[config.mk]
export PLATFORM = sky130hd
export DESIGN_NAME = mem_responder
export DESIGN_NICKNAME = d
export VERILOG_FILES = /design/src/rtl/mem_responder_pkg.sv /design/src/rtl/mem_scan_counter.sv /design/src/rtl/mem_responder.sv
export SDC_FILE = /design/constraint.sdc
export NUM_CORES = 1
export LEC_CHECK = 0
export BUFFER_PORTS_ARGS = -buffer_cell sky130_fd_sc_hd__buf_2
export CAP_MARGIN = 20
export CORE_ASPECT_RATIO = 1.2
export CORE_MARGIN = 2
export CORE_UTILIZATION = 62
export DETAILED_ROUTE_END_ITERATION = 7
export MAX_ROUTING_LAYER = met4
export PLACE_DENSITY = 0.77
export SYNTH_ARGS = -nofsm -noshare
export SYNTH_HDL_FRONTEND = slang
export SYNTH_SLANG_ARGS = --single-unit
[constraint.sdc]
create_clock -name clk -period 3.9 [get_ports clk]
set_input_delay 0.195 -clock clk [delete_from_list [all_inputs] [get_ports clk]]
set_output_delay 0.195 -clock clk [all_outputs]
set_load 0.01 [all_outputs]
[src/rtl/mem_responder_pkg.sv]
// Shared types, default sizes and the init-value function for mem_responder.
// Build option: MEM_RESPONDER_INIT_PATTERN_EN selects the address-tag init pattern.
package mem_responder_pkg;

  localparam int AW_DEF       = 4;
  localparam int DW_DEF       = 8;
  localparam int SCAN_DIV_DEF = 16;

  typedef enum logic {
    ST_INIT  = 1'b0,
    ST_READY = 1'b1
  } state_t;

  // Callers size the result down to their data width.
  function automatic int unsigned init_value(input int unsigned idx);
`ifdef MEM_RESPONDER_INIT_PATTERN_EN
    return idx;
`else
    return idx & 32'd0;
`endif
  endfunction

endpackage

[src/rtl/mem_scan_counter.sv]
// Free-running scan address generator: divider plus wrapping scan address,
// advancing only while enabled.
module mem_scan_counter #(
  parameter int AW       = 4,
  parameter int SCAN_DIV = 16
) (
  input  logic          clk,
  input  logic          rst_n,
  input  logic          en,
  output logic [AW-1:0] scan_a
);

  localparam int DIVW = (SCAN_DIV > 1) ? $clog2(SCAN_DIV) : 1;

  logic [DIVW-1:0] div;

  always_ff @(posedge clk or negedge rst_n) begin
    if (!rst_n) begin
      div    <= '0;
      scan_a <= '0;
    end else if (en) begin
      if (div == DIVW'(SCAN_DIV - 1)) begin
        div    <= '0;
        scan_a <= scan_a + 1'b1;
      end else begin
        div <= div + 1'b1;
      end
    end
  end

endmodule

[src/rtl/mem_responder.sv]
// Memory-side responder: 2**AW x DW store with a registered controller port,
// a registered scan port, and a post-reset init sequencer (MEM_RESPONDER_INIT_PATTERN_EN).
module mem_responder
  import mem_responder_pkg::*;
#(
  parameter int AW       = AW_DEF,
  parameter int DW       = DW_DEF,
  parameter int SCAN_DIV = SCAN_DIV_DEF
) (
  input  logic          clk,
  input  logic          rst_n,
  input  logic [AW-1:0] a,
  input  logic [DW-1:0] din,
  input  logic          we,
  output logic [DW-1:0] dout,
  output logic          ready,
  output logic [AW-1:0] scan_a,
  output logic [DW-1:0] scan_data,
  output state_t        state_dbg
);

  logic [DW-1:0] mem [0:2**AW-1];
  state_t        state;
  logic [AW-1:0] init_ptr;
  logic [DW-1:0] init_word;

  assign init_word = DW'(init_value(32'(init_ptr)));
  assign state_dbg = state;

  mem_scan_counter #(
    .AW       (AW),
    .SCAN_DIV (SCAN_DIV)
  ) u_scan (
    .clk    (clk),
    .rst_n  (rst_n),
    .en     (ready),
    .scan_a (scan_a)
  );

  // Storage has no reset; the sequencer rewrites every word after each reset.
  always_ff @(posedge clk) begin
    if (state == ST_INIT) begin
      mem[init_ptr] <= init_word;
    end else if (we) begin
      mem[a] <= din;
    end
  end

  always_ff @(posedge clk or negedge rst_n) begin
    if (!rst_n) begin
      state     <= ST_INIT;
      init_ptr  <= '0;
      ready     <= 1'b0;
      dout      <= '0;
      scan_data <= '0;
    end else begin
      case (state)
        ST_INIT: begin
          init_ptr <= init_ptr + 1'b1;
          if (init_ptr == '1) begin
            state <= ST_READY;
            ready <= 1'b1;
          end
        end
        ST_READY: begin
          // Write-through: a write in this cycle overrides the stored word on both ports.
          dout      <= we ? din : mem[a];
          scan_data <= (we && (a == scan_a)) ? din : mem[scan_a];
        end
        default: state <= ST_INIT;
      endcase
    end
  end

endmodule

==> metrics.txt <==
IO Port Bufs 36; Antenna Cells 0; final setup fails 0; Mapped Area approximately 0.0076 mm2; total CTS buffers 17; final antenna-violating net count 0; core area 0.0120 mm2; routed length per instance 29.4 um; Worst Setup End Kind flip-flop; min Tclk post-route 2.68 ns; Root Driver clkbuf_16; Post-Syn Instances about 480; Via density 7.28; routed length on met3 1940 um; largest net degree at the start of global routing 39; Async S/R FF share, synth roughly a fifth; CP startpoint state_dbg; Post-Syn Area per Cell 15.9 um2; IO Pins 37; Fillers approximately 790; Post-synth EDFFs 128; DP HPWL 13300 um; leading area contributor after synthesis edfxtp_1; clk_lat worst skew between 0.4 and 0.5 ns; gr usage total roughly 33%; top cells by area, synth edfxtp_1 (51%), mux4_2 (16%), dfrtp_1 (9.9%); # rows 44; YS warnings 0; nets 520; Vias 4920; Peak Freq 373 MHz; Die Area 0.0131 mm2; CTS H-tree lvls 4; CTS Buffer Depth 2; Leak 3.06 nW; first-pass GRT wire length 30300 um; DRT Pass-1 Iters 5; Netlist cell types 50; largest fanout on the critical path 15; PostCTS Resize Cnt 0; status completed; DRC viols 0; Peak VDD IR between 0.3 and 0.4 mV; Layout Skew 0.00640 ns; Final Hold Violating Endpoints 0; RSZ-0062 raised after global routing no; share of cells above drive strength 1 28.5%; register area share after synthesis 60.7%; WL met2 about 9800 um; Critical Path RT approximately 4.0 ns; Die X-Extent 105 um; CTS tree yes; post-synthesis register bit count roughly 160; DIE HEIGHT 125 um; Hold Crit Start din[1]; pwr/cell area 440 mW/mm2; share of the synthesized area in the top cell type 50.8%; Sum Neg Setup Slack 0 ns; Final Max Slew Viols 0; max layer used met4; metal1 wirelength 6950 um; Crit Path Category reg -> reg; Syn Nets just under 500; Worst setup SP type flip-flop; 1st-iter DRT viols 697; Slew headroom between 20 and 25%; initial antenna violation count 0; Multi-input gate area 0.00279 mm2; vias in the first global route 4953; aggregate routed wire length a little under 20000 um; register area 0.00460 mm2; Initial Utilization 63.1%; RR Startpoint state_dbg; commonest register cell after synthesis edfxtp_1; top-count cell post-synth edfxtp_1; Tcrit/Tclk final slightly below 70%; Sinks on Clock Net 158; grt total ovfl 0; Final Power 3.71 mW; Placer Congestion 0.997; Max-Cap Viols 0; layout overhead on the synthesized area 11.4%; worst slew pin tran ~1.1 ns; Hold Crit Class in -> reg; clock-pin transition on the worst setup and hold timing paths 0.06 ns; Post-synth top cells edfxtp_1 (128), mux4_2 (54), nor2_1 (35), dfrtp_1 (30), buf_2 (17); critical path data arrival time 2.73 ns
[path summary, 6_finish.rpt]
check | end | slack [ns] | cells past startpoint
worst min register to register | dout[3] | 0.53 | 1
min in group asynchronous | init_ptr[0] | 0.35 | 2
worst max-delay path | mem[13][3] | 1.22 | 4
worst max register to register | mem[13][3] | 1.22 | 4
max in group asynchronous | u_scan.scan_a[2] | 3.04 | 2
worst min-delay path | dout[1] | 0.06 | 3
[final cells by class]
cell class	count	share of cell area (%)
Tap cell	161	2.39
Clock inverter	12	1.91
Clock buffer	20	5.18
Inverter	3	0.134
Multi-Input combinational cell	279	33.1
Sequential cell	158	54.5
Timing Repair Buffer	43	2.79
[critical path, stage by stage, from the launching register on]
cell	delay, ns
dfrtp_1	0.65
nand2_1	0.37
nor3b_1	0.28
a31oi_1	0.14
nor2_1	0.85
[layer usage]
| layer | vias up | track usage [%] |
|---|---|---|
| met5 | - | - |
| met4 | 0 | 18.6 |
| met3 | 97 | 7.66 |
| met2 | 393 | 51.2 |
| met1 | 2444 | 41.0 |
| li1 | 1986 | - |
[state kept, by name, indices dropped and copies added (netlist names)]
signal	flops
state_dbg	1
scan_data	8
init_ptr	4
mem	128
u_scan.div	4
ready	1
u_scan.scan_a	4
dout	8
[report_power, final]
| group | internal (mW) | switching (mW) | leakage (nW) | total (mW) |
|---|---|---|---|---|
| registers | 1.84 | 0.00923 | 1.69 | 1.85 |
| clock network | 1.01 | 0.666 | 0.281 | 1.68 |
| logic | 0.0638 | 0.119 | 1.09 | 0.183 |
[stage by stage]
step | instances | util (%) | hold WS (ns) | worst slack (ns) | area, um2
floorplan | 476 | - | -0.101 | 1.88 | 7570
global placement | 643 | 65.2 | 0.271 | 1.40 | 7820
detailed placement | 643 | 65.2 | 0.274 | 1.37 | 7820
CTS | 676 | 70.2 | 0.0479 | 1.35 | 8430
global route | 676 | 70.2 | 0.0801 | 1.16 | 8430
finish | 676 | 70.2 | 0.0584 | 1.22 | 8430
[what timing repair did]
action	in CTS	in global routing
hold buffers	1	0
buffers inserted	0	0
endpoints found under the hold margin	30	0
[layout by cell type (no fill, tap or decap), drive strengths merged, types with 3 or more instances in the layout]
master	netlist	layout
o22ai	12	12
and3	10	10
mux2	15	15
nor3	8	8
mux2i	11	11
clkinv	0	4
a221o	5	5
nand4	4	4
a31oi	3	3
clkbuf	15	20
a2111oi	3	3
edfxtp	128	128
clkinvlp	0	3
o21ai	5	5
inv	3	5
ha	3	3
nand2	13	13
nand2b	6	6
nor2	35	35
nor2b	13	13
o221ai	5	5
nand3b	3	3
a22oi	10	10
xnor2	9	9
mux4	54	54
bufinv	0	3
nand3	7	7
nor3b	3	3
o32ai	4	4
dfrtp	30	30
buf	21	42
o21a	4	4
a211o	8	8
a21oi	10	10
[cell families (layout without fill, tap and decap cells)]
group | after synthesis | after routing | synth area share (%)
AOI/OAI and AO/OA | 79 | 79 | 8.26
adders and majority gates | 3 | 3 | 0.496
buffers and inverters | 39 | 78 | 2.46
DFF | 158 | 158 | 60.7
muxes | 80 | 80 | 19.8
xor gates and xnor gates | 10 | 10 | 1.16
and+or+nand+nor | 107 | 107 | 7.17
Note: power is estimated with default switching activity, not from simulation.
